**src/rtl/zbt_pkg.sv**
```systemverilog
// zbt_pkg: shared op codes, byte-enable constant and command FSM states for the ZBT ring buffer
package zbt_pkg;
  localparam logic [1:0] OP_IDLE  = 2'b00;
  localparam logic [1:0] OP_READ  = 2'b01;
  localparam logic [1:0] OP_WRITE = 2'b10;
  localparam logic [3:0] BWE_ALL  = 4'hF;
  typedef enum logic [1:0] {S_IDLE, S_ISSUE, S_GAP} state_t;
endpackage

```
**src/rtl/zbt_rr_arbiter.sv**
```systemverilog
// zbt_rr_arbiter: two-way round-robin grant (write vs read); flag starts write-first and flips on each contested grant
module zbt_rr_arbiter (
  input  logic clk,
  input  logic rst,
  input  logic i_en,
  input  logic i_req_w,
  input  logic i_req_r,
  output logic o_gnt_w,
  output logic o_gnt_r
);
  logic r_rd_first;
  always_comb begin
    o_gnt_w = i_en && i_req_w && !(i_req_r && r_rd_first);
    o_gnt_r = i_en && i_req_r && !(i_req_w && !r_rd_first);
  end
  always_ff @(posedge clk) begin
    if (rst) r_rd_first <= 1'b0;
    else if (i_en && i_req_w && i_req_r) r_rd_first <= !r_rd_first;
  end
endmodule

```
**src/rtl/zbt_ring_buffer.sv**
```systemverilog
// zbt_ring_buffer: circular SRAM region fed by write/read ports, issuing ZBT ops; ZBT_RB_OVERWRITE_EN lets writes evict the oldest word when full
module zbt_ring_buffer
  import zbt_pkg::*;
#(
  parameter int ADDR_W = 19,
  parameter int DATA_W = 36,
  parameter logic [ADDR_W-1:0] BASE_ADDR = '0,
  parameter int DEPTH_LOG2 = 16,
  parameter int MAX_OUTSTANDING = 4
) (
  input  logic                  clk_27mhz,
  input  logic                  reset,
  input  logic                  wr_valid,
  input  logic [DATA_W-1:0]     wr_data,
  output logic                  wr_ready,
  input  logic                  rd_req,
  output logic                  rd_ack,
  output logic [DATA_W-1:0]     rd_data,
  output logic                  rd_valid,
  output logic [DEPTH_LOG2:0]   count,
  output logic                  full,
  output logic                  empty,
  output logic [1:0]            zbt_op,
  output logic [ADDR_W-1:0]     zbt_addr,
  output logic [DATA_W-1:0]     zbt_din,
  output logic [3:0]            zbt_bwe,
  input  logic                  zbt_ready,
  input  logic [DATA_W-1:0]     zbt_dout,
  input  logic                  zbt_nd
);
  localparam int OUT_W = $clog2(MAX_OUTSTANDING + 1);
  localparam logic [DEPTH_LOG2:0] FULL_CNT = {1'b1, {DEPTH_LOG2{1'b0}}};
  state_t                r_state, w_next;
  logic [DEPTH_LOG2-1:0] r_head, r_tail;
  logic [DEPTH_LOG2:0]   r_count;
  logic [OUT_W-1:0]      r_out;
  logic [1:0]            r_op;
  logic [ADDR_W-1:0]     r_addr;
  logic [DATA_W-1:0]     r_din, r_rd_data;
  logic [3:0]            r_bwe;
  logic                  r_rd_valid;
  logic                  w_sel, w_wr_el, w_rd_el, w_gnt_w, w_gnt_r, w_nd_ok;
`ifdef ZBT_RB_OVERWRITE_EN
  assign w_wr_el = wr_valid;
`else
  assign w_wr_el = wr_valid && !full;
`endif
  assign w_rd_el = rd_req && !empty && (r_out < OUT_W'(MAX_OUTSTANDING));
  assign w_sel   = (r_state == S_IDLE) && zbt_ready && !reset;
  assign w_nd_ok = zbt_nd && (r_out != '0);
  zbt_rr_arbiter u_arb (
    .clk     (clk_27mhz),
    .rst     (reset),
    .i_en    (w_sel),
    .i_req_w (w_wr_el),
    .i_req_r (w_rd_el),
    .o_gnt_w (w_gnt_w),
    .o_gnt_r (w_gnt_r)
  );
  always_comb begin
    w_next   = (r_state == S_ISSUE) ? S_GAP :
               (r_state == S_GAP) ? S_IDLE :
               (w_gnt_w || w_gnt_r) ? S_ISSUE : S_IDLE;
    wr_ready = w_gnt_w;
    rd_ack   = w_gnt_r;
    zbt_op   = (r_state == S_ISSUE) ? r_op : OP_IDLE;
    zbt_bwe  = (r_state == S_ISSUE) ? r_bwe : 4'h0;
    zbt_addr = r_addr;
    zbt_din  = r_din;
    rd_data  = r_rd_data;
    rd_valid = r_rd_valid;
    count    = r_count;
    full     = (r_count == FULL_CNT);
    empty    = (r_count == '0);
  end
  always_ff @(posedge clk_27mhz) begin
    if (reset) begin
      r_state    <= S_IDLE;
      r_head     <= '0;
      r_tail     <= '0;
      r_count    <= '0;
      r_out      <= '0;
      r_op       <= OP_IDLE;
      r_addr     <= BASE_ADDR;
      r_din      <= '0;
      r_bwe      <= 4'h0;
      r_rd_data  <= '0;
      r_rd_valid <= 1'b0;
    end else begin
      r_state <= w_next;
      if (w_gnt_w) begin
        r_op    <= OP_WRITE;
        r_addr  <= BASE_ADDR + ADDR_W'(r_tail);
        r_din   <= wr_data;
        r_bwe   <= BWE_ALL;
        r_tail  <= r_tail + 1'b1;
        // a write while full only happens when overwriting: drop the oldest word
        r_head  <= full ? r_head + 1'b1 : r_head;
        r_count <= full ? r_count : r_count + 1'b1;
      end else if (w_gnt_r) begin
        r_op    <= OP_READ;
        r_addr  <= BASE_ADDR + ADDR_W'(r_head);
        r_bwe   <= 4'h0;
        r_head  <= r_head + 1'b1;
        r_count <= r_count - 1'b1;
      end
      r_out      <= r_out + OUT_W'(w_gnt_r) - OUT_W'(w_nd_ok);
      r_rd_valid <= w_nd_ok;
      if (w_nd_ok) r_rd_data <= zbt_dout;
    end
  end
endmodule

```
**config.mk**
```make
export PLATFORM = sky130hd
export DESIGN_NAME = zbt_ring_buffer
export DESIGN_NICKNAME = d
export VERILOG_FILES = /design/src/rtl/zbt_pkg.sv /design/src/rtl/zbt_rr_arbiter.sv /design/src/rtl/zbt_ring_buffer.sv
export SDC_FILE = /design/constraint.sdc
export NUM_CORES = 1
export LEC_CHECK = 0
export ABC_AREA = 1
export CORE_ASPECT_RATIO = 0.75
export CORE_MARGIN = 5
export CORE_UTILIZATION = 49
export CTS_CLUSTER_SIZE = 16
export DETAILED_ROUTE_END_ITERATION = 10
export PLACE_DENSITY = 0.87
export RECOVER_POWER = 50
export SYNTH_ARGS = -nofsm -noshare
export SYNTH_HDL_FRONTEND = slang
export SYNTH_HIERARCHICAL = 1
export SYNTH_SLANG_ARGS = --single-unit
```
**constraint.sdc**
```tcl
create_clock -name clk_27mhz -period 4.5 [get_ports clk_27mhz]
set_clock_uncertainty 0.2 [all_clocks]
set_input_delay 0.9 -clock clk_27mhz [delete_from_list [all_inputs] [get_ports clk_27mhz]]
set_output_delay 0.9 -clock clk_27mhz [all_outputs]
set_load 0.05 [all_outputs]
```
# ---- Yosys cells after proc, flatten, opt, wreduce, memory -nomap -nowiden
# Index checks and enable logic that the tools add are counted.
dict set report totals {
  register_bits 150
  in_bits 78
  out_inout_bits 119
  wordCells 71
}
dict set report op_classes {
  n_addsub 6
  order_cmp 1
  eq_ne 5
  mux 17
  n_reduce_logical 28
}
# operator count
set op_table {}
lappend op_table {{$mux W16} 5}
lappend op_table {{$mux W17} 3}
lappend op_table {{$add A16 B1 Y16 const B} 2}
lappend op_table {{$add A17 B1 Y17 const B} 1}
lappend op_table {{$eq A17 B17 Y1 const B} 1}
lappend op_table {{$logic_not A17 Y1} 1}
lappend op_table {{$sub A17 B1 Y17 const B} 1}
lappend op_table {{$logic_and A1 B1 Y1} 13}
lappend op_table {{$mux W4} 3}
lappend op_table {{$mux W2} 4}
lappend op_table {{$logic_not A1 Y1} 6}
lappend op_table {{$ne A2 B2 Y1 const B} 2}
lappend op_table {{$reduce_and A2 Y1} 2}
lappend op_table {{$add A3 B1 Y3} 1}
lappend op_table {{$lt A3 B3 Y1 const B} 1}
lappend op_table {{$reduce_bool A3 Y1} 1}
lappend op_table {{$reduce_or A3 Y1} 1}
lappend op_table {{$sub A3 B1 Y3} 1}
lappend op_table {{$eq A2 B1 Y1 const B} 1}
lappend op_table {{$eq A2 B2 Y1 const B} 1}
lappend op_table {{$logic_not A2 Y1} 1}
lappend op_table {{$mux W1} 2}
lappend op_table {{$reduce_bool A2 Y1} 1}
lappend op_table {{$reduce_or A2 Y1} 1}
lappend op_table {{$logic_or A1 B1 Y1} 1}

# ---- Depth between registers and ports, before layout
# Gate-level depths: netlist (run 1).
dict set report logic_depth {
  ltp_word 11
  mapped_depth 25
  depth_no_buf 22
}

# ---- Hierarchy
# Netlist (run 1), hierarchy kept.
# mod instances cells_each area_each_um2 seq_area_each_um2
set by_module_without_submodules {}
lappend by_module_without_submodules {zbt_ring_buffer 1 1037 7020.5 2902.8}
lappend by_module_without_submodules {zbt_rr_arbiter 1 13 70.1 20.0}

# ---- Worst setup path before layout (run 1)
# No wires, ideal clock.
dict set report synth_timing {
  path_type {input -> register}
  from {input reset}
  to {register r_count[16], in the netlist count[16]}
  setup_time_ns 0.109
  t_arrival_ns 4.590
  t_required_ns 4.191
  setup_slack_ns -0.399
  cell_stages 22
  path_buffers 5
  cell_sequence {clkbuf_1 -> clkbuf_1 -> nor4_1 -> nand2_1 -> a21oi_1 -> buf_4 -> inv_1 -> buf_2 -> buf_1 -> ha_1 -> nand2_1 -> nand2_1 -> inv_1 -> nand2_1 -> nand2_1 -> nand2_1 -> nand2_1 -> nand2_1 -> nand2_1 -> nand3_1 -> nand2_1 -> inv_1}
}
dict set report synth_between {
  elab_chain_cells 6
  elab_cells_between_ends 10
  cone_classes {1 x eq/ne; 1 x mux; 8 x reduce/logical}
}
# item line_no
set synth_rtl {}
lappend synth_rtl {{start: declaration} zbt_ring_buffer.sv:12} ;# input logic reset,
lappend synth_rtl {{$logic_not A1 Y1 (*)} zbt_ring_buffer.sv:49} ;# assign w_sel = (r_state == S_IDLE) && zbt_ready && !reset;
lappend synth_rtl {{$logic_and A1 B1 Y1 (*)} zbt_ring_buffer.sv:49}
lappend synth_rtl {{named net w_sel} zbt_ring_buffer.sv:42} ;# logic w_sel, w_wr_el, w_rd_el, w_gnt_w, w_gnt_r, w_nd_ok;
lappend synth_rtl {{$logic_and A1 B1 Y1 (*) (2 in a row)} zbt_rr_arbiter.sv:13} ;# o_gnt_w = i_en && i_req_w && !(i_req_r && r_rd_first);
lappend synth_rtl {{named net wr_ready} zbt_ring_buffer.sv:15} ;# output logic wr_ready,
lappend synth_rtl {{$ne A2 B2 Y1 (no line) / $reduce_bool A2 Y1 (equally long branches)} n/a}
lappend synth_rtl {{$reduce_and A2 Y1 (no line)} n/a}
lappend synth_rtl {{end signal: assignment} zbt_ring_buffer.sv:99} ;# r_count <= full ? r_count : r_count + 1'b1;
lappend synth_rtl {{end signal: assignment} zbt_ring_buffer.sv:105} ;# r_count <= r_count - 1'b1;
lappend synth_rtl {{end: declaration} zbt_ring_buffer.sv:35} ;# logic [DEPTH_LOG2:0] r_count;
# Mark *: on every way through the listed nets, which the timed path passes. The rest lies on a longest branch.
# A chain may end at the register's enable or synchronous reset.

==> insert_results.sql, run 1 <==
INSERT INTO impl_metrics (metric_group, metric, value, unit) VALUES
('finish', 'num_antenna_cells', '0', ''),
('finish', 'postLayoutCoreUtil', '67.7', '%'),
('timing', 'slew_violations', '35', ''),
('clock_tree', 'clock_slew_at_the_register_clock_pins_of_the_worst_setup_and_hold_paths', '0.06', 'ns'),
('clock_tree', 'cts_max_path_buffers', '2', ''),
('pwr', 'netSwitchingFraction', '40.4', '%'),
('routing', 'totalWireLength', '20.0', 'mm'),
('worst_setup_path', 'crit_fanout', '55', ''),
('timing', 'period_share', '90.2', '%'),
('timing', 'finalWorstPathRequiredPeriod', '4.06', 'ns'),
('clock_tree', 'cts_root_buf', 'sky130_fd_sc_hd__clkbuf_16', ''),
('worst_setup_path', 'path_cells', 'dlygate4sd3_1 > clkbuf_1 > inv_2 > clkbuf_4 > o21ai_0 > nor2_1', ''),
('status', 'run_status', 'finished with violations', ''),
('timing', 'unrepaired_setup_endpoints_after_global_routing', 'false', ''),
('die', 'placementRows', '38', ''),
('logic_synthesis', 'number_of_synthesized_register_bits', '146', ''),
('status', 'violations_in_the_final_reports', 'max-capacitance violations, max-slew violations', ''),
('clock_tree', 'numClockSinks', '146', ''),
('clock_tree', 'cts_post_setup_buffers_inserted', '0', ''),
('timing', 'maxSlewHeadroom', '-11.5', '%'),
('pwr', 'power.sequential.fraction', '33.8', '%'),
('pwr', 'netSwitchingPower', '1880', 'uW'),
('timing', 'worst_slew_pin_slew', '1.67', 'ns'),
('global_route', 'most_used_layer_global_route', 'met2', ''),
('finish', 'final_nets', '1321', ''),
('routing', 'avgViaCountPerCell', '5.05', ''),
('pwr', 'share_comb_of_total_power', '37.3', '%'),
('global_route', 'globalRouteMet1Util', '31.0', '%'),
('placement', 'numPlacedInstances', '1403', ''),
('finish', 'post_layout_nonfiller_instances', '1435', ''),
('clock_tree', 'worst_skew_pair.late_latency', '0.42', 'ns'),
('hold_path', 'worst_hold_path_type', 'reg -> reg', ''),
('clock_tree', 'cts_hold_repair.buffers', '0', ''),
('routing', 'drcViolationCount', '0', ''),
('die', 'die_area', '17000', 'um2'),
('die', 'starting_density_of_the_core', '49.5', '%'),
('pwr', 'internal_power', '2770', 'uW'),
('die', 'placeableCoreArea', '14300', 'um2'),
('routing', 'routed-via-count', '7241', ''),
('routing', 'routed_wire_length_per_instance', '14.0', 'um'),
('logic_synthesis', 'syn-instance-count', '1050', ''),
('worst_setup_path', 'critical_path.max_stage_delay', '1.22', 'ns'),
('global_route', 'grt_first_pass_wirelength', '32.3', 'mm'),
('worst_setup_path', 'cp.arrival', '4.16', 'ns'),
('logic_synthesis', 'ys_warn_count', '6', ''),
('pwr', 'p_total', '4650', 'uW'),
('pwr', 'power.density_cell_area', '480', 'nW/um2'),
('worst_setup_path', 'crit_buf_inv', '4', ''),
('timing', 'finalSetupViolations', '0', ''),
('timing', 'hold_viol_final', '0', ''),
('clock_tree', 'post_cts_resized', '0', ''),
('finish', 'flow.area_growth_from_synthesis', '36.7', '%'),
('die', 'dieHeight', '114', 'um'),
('global_route', 'global_route.usage.met3', '8.27', '%'),
('placement', 'buffer_ports.inserted', '193', ''),
('clock_tree', 'tritoncts', 'done', ''),
('worst_setup_path', 'path_class', 'in -> reg', ''),
('job', 'drv.max_cap_violation_count', '1', ''),
('worst_setup_path', 'timing.critical_path.max_delay_family', 'buffers and inverters', ''),
('worst_setup_path', 'startpoint_type', 'primary input', ''),
('timing', 'max_clock_freq', '246', 'MHz'),
('worst_setup_path', 'timing.critical_path.to_type', 'flip-flop', ''),
('global_route', 'antenna_found_initial', '0', ''),
('worst_setup_path', 'critical_path_s_slowest_cell', 'sky130_fd_sc_hd__clkbuf_1', ''),
('pwr', 'power.share.clock', '28.9', '%'),
('routing', 'drt_first_pass_iters', '6', ''),
('placement', 'hpwl_after_detailed_placement', '14.5', 'mm'),
('global_route', 'global_route.usage.total', '23.2', '%'),
('die', 'die_x', '149', 'um'),
('worst_setup_path', 'cp_data_required_time', '4.60', 'ns'),
('timing', 'setup_total_negative_slack', '0', 'ns');
-- area by class of cell --
cell class | count | area (um2)
Clock buffer | 20 | 467
Clock inverter | 12 | 97.6
Fill cell | 1192 | 4620
Inverter | 131 | 492
Multi-Input combinational cell | 724 | 3450
Sequential cell | 146 | 2920
Tap cell | 200 | 250
Timing Repair Buffer | 202 | 2010
-- logic make-up (layout without fill, tap and decap cells) --
group	after synthesis	in the layout	synth area share (%)
other	1	3	0.0529
buffers and inverters	182	365	10.6
AO/OA/AOI/OAI	160	160	11.9
XOR/XNOR	22	22	2.72
adder cells (fa/ha/maj)	21	21	3.92
AND/OR/NAND/NOR	518	518	29.5
flip-flops	146	146	41.2
-- Yosys cell counts, drive strengths merged --
| cell | instances | area, um2 |
|---|---|---|
| inv | 131 | 492 |
| a22oi | 7 | 52.6 |
| conb | 1 | 3.75 |
| dfxtp | 146 | 2920 |
| o31ai | 1 | 7.51 |
| nand2 | 210 | 801 |
| o21ai | 102 | 510 |
| nand4 | 5 | 31.3 |
| a211oi | 3 | 22.5 |
| nor3b | 1 | 7.51 |
| nand3b | 2 | 15.0 |
| buf | 31 | 186 |
| xnor2 | 6 | 52.6 |
| nand3 | 56 | 285 |
| fa | 2 | 40.0 |
| a21oi | 40 | 200 |
| nor2 | 231 | 885 |
| nor3 | 9 | 45.0 |
| o21a | 2 | 15.0 |
| clkbuf | 20 | 75.1 |
| nor4 | 2 | 12.5 |
| and2 | 2 | 12.5 |
| ha | 19 | 238 |
| xor2 | 16 | 140 |
| o211ai | 5 | 37.5 |
-- worst register-to-register path: stages (launching register included) --
cell                       delay (ns)
sky130_fd_sc_hd__dfxtp_1         0.36
sky130_fd_sc_hd__nor2_1          0.12
sky130_fd_sc_hd__nand2_1         0.10
sky130_fd_sc_hd__nor2_2          0.13
sky130_fd_sc_hd__nand2_1         0.08
sky130_fd_sc_hd__o211ai_1        0.17
sky130_fd_sc_hd__inv_1           0.14
sky130_fd_sc_hd__a21oi_4         0.19
sky130_fd_sc_hd__inv_2           0.23
sky130_fd_sc_hd__ha_1            0.48
sky130_fd_sc_hd__nand2_1         0.09
sky130_fd_sc_hd__nor2_1          0.19
sky130_fd_sc_hd__nand3_1         0.13
sky130_fd_sc_hd__nand2_1         0.15
sky130_fd_sc_hd__nand2_1         0.10
sky130_fd_sc_hd__nand3_1         0.08
sky130_fd_sc_hd__nand3_1         0.08
sky130_fd_sc_hd__nand2_1         0.09
sky130_fd_sc_hd__inv_1           0.04
-- metal layers --
layer / share of wire, % / vias up / wire length (um)
met1: 45 / 3272 / 9020
met3: 12 / 21 / 2350
met5: 0 / - / 0
li1: - / 3633 / -
met2: 42 / 315 / 8450
met4: 1.1 / 0 / 230
-- flip-flops by register name (all words and copies together) (netlist names), 2 cells and up --
| register | cells |
|---|---|
| rd_data | 36 |
| zbt_din | 36 |
| count | 17 |
| r_head | 16 |
| r_tail | 16 |
| zbt_addr | 16 |
| r_out | 3 |
| r_state | 2 |
-- metrics by stage --
stage	instance area (um2)	setup slack, ns	hold WS (ns)
after CTS	9710	0.529	0.283
after global routing	9690	0.209	0.303
after global placement	9140	0.451	0.261
after floorplan	7110	0.160	0.241
final	9690	0.443	0.274
after detailed placement	9140	0.397	0.268
-- power by group through the flow --
stage | Sequential, uW | Combinational (uW) | Clock [uW]
5_1_grt | 1600 | 1870 | 1430
4_1_cts | 1580 | 1790 | 1360
2_1_floorplan | 2140 | 686 | 0
3_5_place_dp | 1610 | 1780 | 0
3_3_place_gp | 1600 | 1750 | 0
6_report | 1570 | 1730 | 1350
-- placed cells by master (no fill, tap or decap), types with 2 or more instances in the layout --
cell type | synthesis | routed
sky130_fd_sc_hd__inv_1 | 127 | 125
sky130_fd_sc_hd__clkbuf_8 | 0 | 3
sky130_fd_sc_hd__nand2_2 | 2 | 2
sky130_fd_sc_hd__a21oi_1 | 40 | 39
sky130_fd_sc_hd__nor3_1 | 9 | 9
sky130_fd_sc_hd__xnor2_1 | 6 | 6
sky130_fd_sc_hd__xor2_1 | 16 | 16
sky130_fd_sc_hd__nor2_4 | 2 | 2
sky130_fd_sc_hd__nand2_1 | 207 | 207
sky130_fd_sc_hd__nor4_1 | 2 | 2
sky130_fd_sc_hd__and2_1 | 2 | 2
sky130_fd_sc_hd__inv_2 | 4 | 6
sky130_fd_sc_hd__dlygate4sd3_1 | 0 | 93
sky130_fd_sc_hd__nand4_1 | 5 | 5
sky130_fd_sc_hd__buf_12 | 0 | 2
sky130_fd_sc_hd__conb_1 | 1 | 3
sky130_fd_sc_hd__o21a_1 | 2 | 2
sky130_fd_sc_hd__nand3b_1 | 2 | 2
sky130_fd_sc_hd__buf_4 | 9 | 6
sky130_fd_sc_hd__nor2_1 | 228 | 228
sky130_fd_sc_hd__ha_1 | 19 | 19
sky130_fd_sc_hd__nand3_1 | 55 | 55
sky130_fd_sc_hd__clkinv_4 | 0 | 4
sky130_fd_sc_hd__a22oi_1 | 7 | 7
sky130_fd_sc_hd__inv_6 | 0 | 4
sky130_fd_sc_hd__fa_1 | 2 | 2
sky130_fd_sc_hd__o21ai_0 | 102 | 102
sky130_fd_sc_hd__a211oi_1 | 3 | 3
sky130_fd_sc_hd__clkdlybuf4s50_1 | 0 | 98
sky130_fd_sc_hd__o211ai_1 | 5 | 5
sky130_fd_sc_hd__clkinvlp_4 | 0 | 3
sky130_fd_sc_hd__clkbuf_16 | 0 | 17
sky130_fd_sc_hd__dfxtp_1 | 146 | 146
-- final timing paths --
path                             startpoint           to  slack [ns]  depth (start not counted)
worst min register to register  rd_data[17]  rd_data[17]        0.27                          2
worst min-delay path            rd_data[17]  rd_data[17]        0.27                          2
worst max register to register    count[14]    count[15]        1.25                         18
worst max-delay path                  reset  rd_data[34]        0.44                          6
No activity file was read; power rests on OpenSTA's default activity.
==> run 2, diff against run 1 <==
CORE_MARGIN = 4   (was 5)
CTS_CLUSTER_SIZE = 12   (was 16)
==> insert_results.sql, run 2 (synthesized netlist as in run 1, its figures left out) <==
INSERT INTO impl_metrics (metric_group, metric, value, unit) VALUES
('status', 'run_status', 'finished with violations', ''),
('status', 'violations_in_the_final_reports', 'max-capacitance violations, max-slew violations', ''),
('routing', 'number_of_antenna_violating_nets_in_the_routed_design', '0', ''),
('timing', 'unrepaired_setup_endpoints_after_global_routing', 'false', ''),
('worst_setup_path', 'startpoint_type', 'primary input', ''),
('clock_tree', 'numClockSinks', '146', ''),
('routing', 'routed_wire_length_per_instance', '14.3', 'um'),
('finish', 'finish.instance_area', '9770', 'um2'),
('timing', 'maxSlewHeadroom', '-8.09', '%'),
('timing', 'period_share', '87.2', '%'),
('worst_setup_path', 'cp.arrival', '4.05', 'ns'),
('pwr', 'p_total', '4840', 'uW'),
('pwr', 'peakVddDrop', '0.276', 'mV'),
('finish', 'final_nets', '1321', ''),
('hold_path', 'hold_path.startpoint', 'r_op[0]', ''),
('worst_setup_path', 'reg2reg_depth', '18', ''),
('routing', 'avgViaCountPerCell', '5.05', ''),
('clock_tree', 'cts_max_path_buffers', '2', ''),
('placement', 'place_area', '9140', 'um2'),
('global_route', 'grt-ovfl-total', '0', ''),
('die', 'die_area', '16500', 'um2'),
('routing', 'drcViolationCount', '0', ''),
('worst_setup_path', 'r2r_end', 'count[15]', ''),
('die', 'placeableCoreArea', '13900', 'um2'),
('placement', 'hpwl_after_detailed_placement', '14.5', 'mm'),
('routing', 'drt_first_pass_iters', '5', ''),
('hold_path', 'worst_hold_path_type', 'reg -> reg', ''),
('global_route', 'vias_in_the_first_global_route', '6802', ''),
('finish', 'layout.cells.most_common', 'sky130_fd_sc_hd__nor2_1', ''),
('global_route', 'antenna_found_initial', '0', ''),
('global_route', 'grt_first_pass_wirelength', '33.0', 'mm'),
('worst_setup_path', 'path_class', 'in -> reg', ''),
('job', 'drv.max_cap_violation_count', '1', ''),
('worst_setup_path', 'cp_data_required_time', '4.62', 'ns'),
('die', 'placementRows', '37', ''),
('timing', 'max_clock_freq', '255', 'MHz'),
('clock_tree', 'post_cts_resized', '0', ''),
('hold_path', 'hold_end', 'r_op[0]', ''),
('clock_tree', 'htree_num_levels', '4', ''),
('finish', 'commonest_non_fill_non_tap_cells_in_the_layout', 'sky130_fd_sc_hd__nor2_1, sky130_fd_sc_hd__nand2_1, sky130_fd_sc_hd__dfxtp_1', ''),
('timing', 'finalWorstPathRequiredPeriod', '3.93', 'ns'),
('worst_setup_path', 'r2r-start', 'count[14]', ''),
('routing', 'totalWireLength', '20.4', 'mm'),
('clock_tree', 'cts_made_buffers', '17', ''),
('placement', 'finalWeightedCongestion', '0.908', ''),
('finish', 'fraction_of_final_layout_cells_sized_beyond_drive_strength_1', '4.53', '%'),
('clock_tree', 'worst_skew_pair.late_latency', '0.43', 'ns'),
('die', 'dieHeight', '112', 'um'),
('routing', 'drt-initial-drc-count', '471', ''),
('placement', 'buffer_ports.inserted', '193', ''),
('clock_tree', 'tritoncts', 'done', ''),
('die', 'starting_density_of_the_core', '50.9', '%'),
('finish', 'num_antenna_cells', '0', ''),
('timing', 'slew_violations', '35', ''),
('routing', 'routed-via-count', '7223', ''),
('pwr', 'leakage', '0.00453', 'uW'),
('pwr', 'power.density_cell_area', '496', 'nW/um2'),
('global_route', 'global_route.usage.total', '24.4', '%'),
('clock_tree', 'cts_post_setup_buffers_inserted', '0', ''),
('clock_tree', 'cts_hold_repair.buffers', '0', ''),
('finish', 'flow.area_growth_from_synthesis', '37.8', '%'),
('worst_setup_path', 'timing.critical_path.to_type', 'flip-flop', ''),
('timing', 'finalSetupViolations', '0', ''),
('worst_setup_path', 'crit_fanout', '43', ''),
('timing', 'hold_viol_final', '0', ''),
('hold_path', 'holdPathStages', '2', ''),
('worst_setup_path', 'critical_path.max_stage_delay', '1.18', 'ns'),
('die', 'design.portCount', '197', ''),
('worst_setup_path', 'path_cells', 'dlygate4sd3_1 > clkbuf_1 > inv_2 > buf_4 > nand2_1 > inv_1 > nand2_1 > inv_1', ''),
('worst_setup_path', 'critical_path_s_slowest_cell', 'sky130_fd_sc_hd__clkbuf_1', ''),
('clock_tree', 'cts_root_buf', 'sky130_fd_sc_hd__clkbuf_16', ''),
('worst_setup_path', 'ff2ff_setup_slack', '1.21', 'ns'),
('global_route', 'largest_net_degree_at_the_start_of_global_routing', '50', ''),
('timing', 'setup_total_negative_slack', '0', 'ns'),
('timing', 'worst_slew_pin_slew', '1.62', 'ns'),
('die', 'die_x', '147', 'um'),
('clock_tree', 'clock_slew_at_the_register_clock_pins_of_the_worst_setup_and_hold_paths', '0.06', 'ns');
==> run 2: metal layers <==
| layer | routed length [um] | part of all wire, % | vias to the layer above | track usage [%] |
|---|---|---|---|---|
| met4 | 273 | 1.3 | 0 | 6.70 |
| li1 | - | - | 3632 | - |
| met2 | 8780 | 43 | 315 | 38.5 |
| met1 | 9150 | 45 | 3248 | 31.6 |
| met3 | 2210 | 11 | 28 | 9.20 |
| met5 | 0 | 0 | - | 0 |
==> run 2: critical path, delay by kind of cell <==
family	cells	cell delay, ns
buffers and inverters	6	2.98
and+or+nand+nor	2	0.13
==> run 2: worst max path at each step <==
stage              start   endpoint  slack, ns  depth (start not counted)
6_report           reset  count[14]       0.57                          8
5_1_grt            reset  count[15]       0.33                          8
4_1_cts        zbt_ready   wr_ready       0.72                          7
3_5_place_dp   zbt_ready  count[15]       0.44                         16
3_3_place_gp   zbt_ready  count[15]       0.48                         16
2_1_floorplan      reset  count[16]       0.16                         22
==> run 2: area by class of cell <==
| type | instances | area [um2] |
|---|---|---|
| timing repair buffer | 202 | 2030 |
| multi-input combinational | 724 | 3450 |
| inverter | 131 | 492 |
| tap | 195 | 244 |
| sequential | 146 | 2920 |
| clock inverter | 12 | 179 |
| clock buffer | 20 | 457 |
| fill | 1124 | 4170 |
==> run 2: through the flow <==
stage                     hold WS (ns)  setup slack [ns]  instances  util (%)
final                            0.273             0.574       1430      70.1
after global routing             0.307             0.332       1430      70.1
after CTS                        0.273             0.717       1430      70.1
after detailed placement         0.261             0.441       1398      65.6
after global placement           0.254             0.483       1398      65.6
after floorplan                  0.241             0.160       1052         -
==> run 2: where the power goes <==
group,internal [uW],switching (uW)
Combinational,548,1190
Sequential,1470,106
Clock,960,573
Total,2980,1870
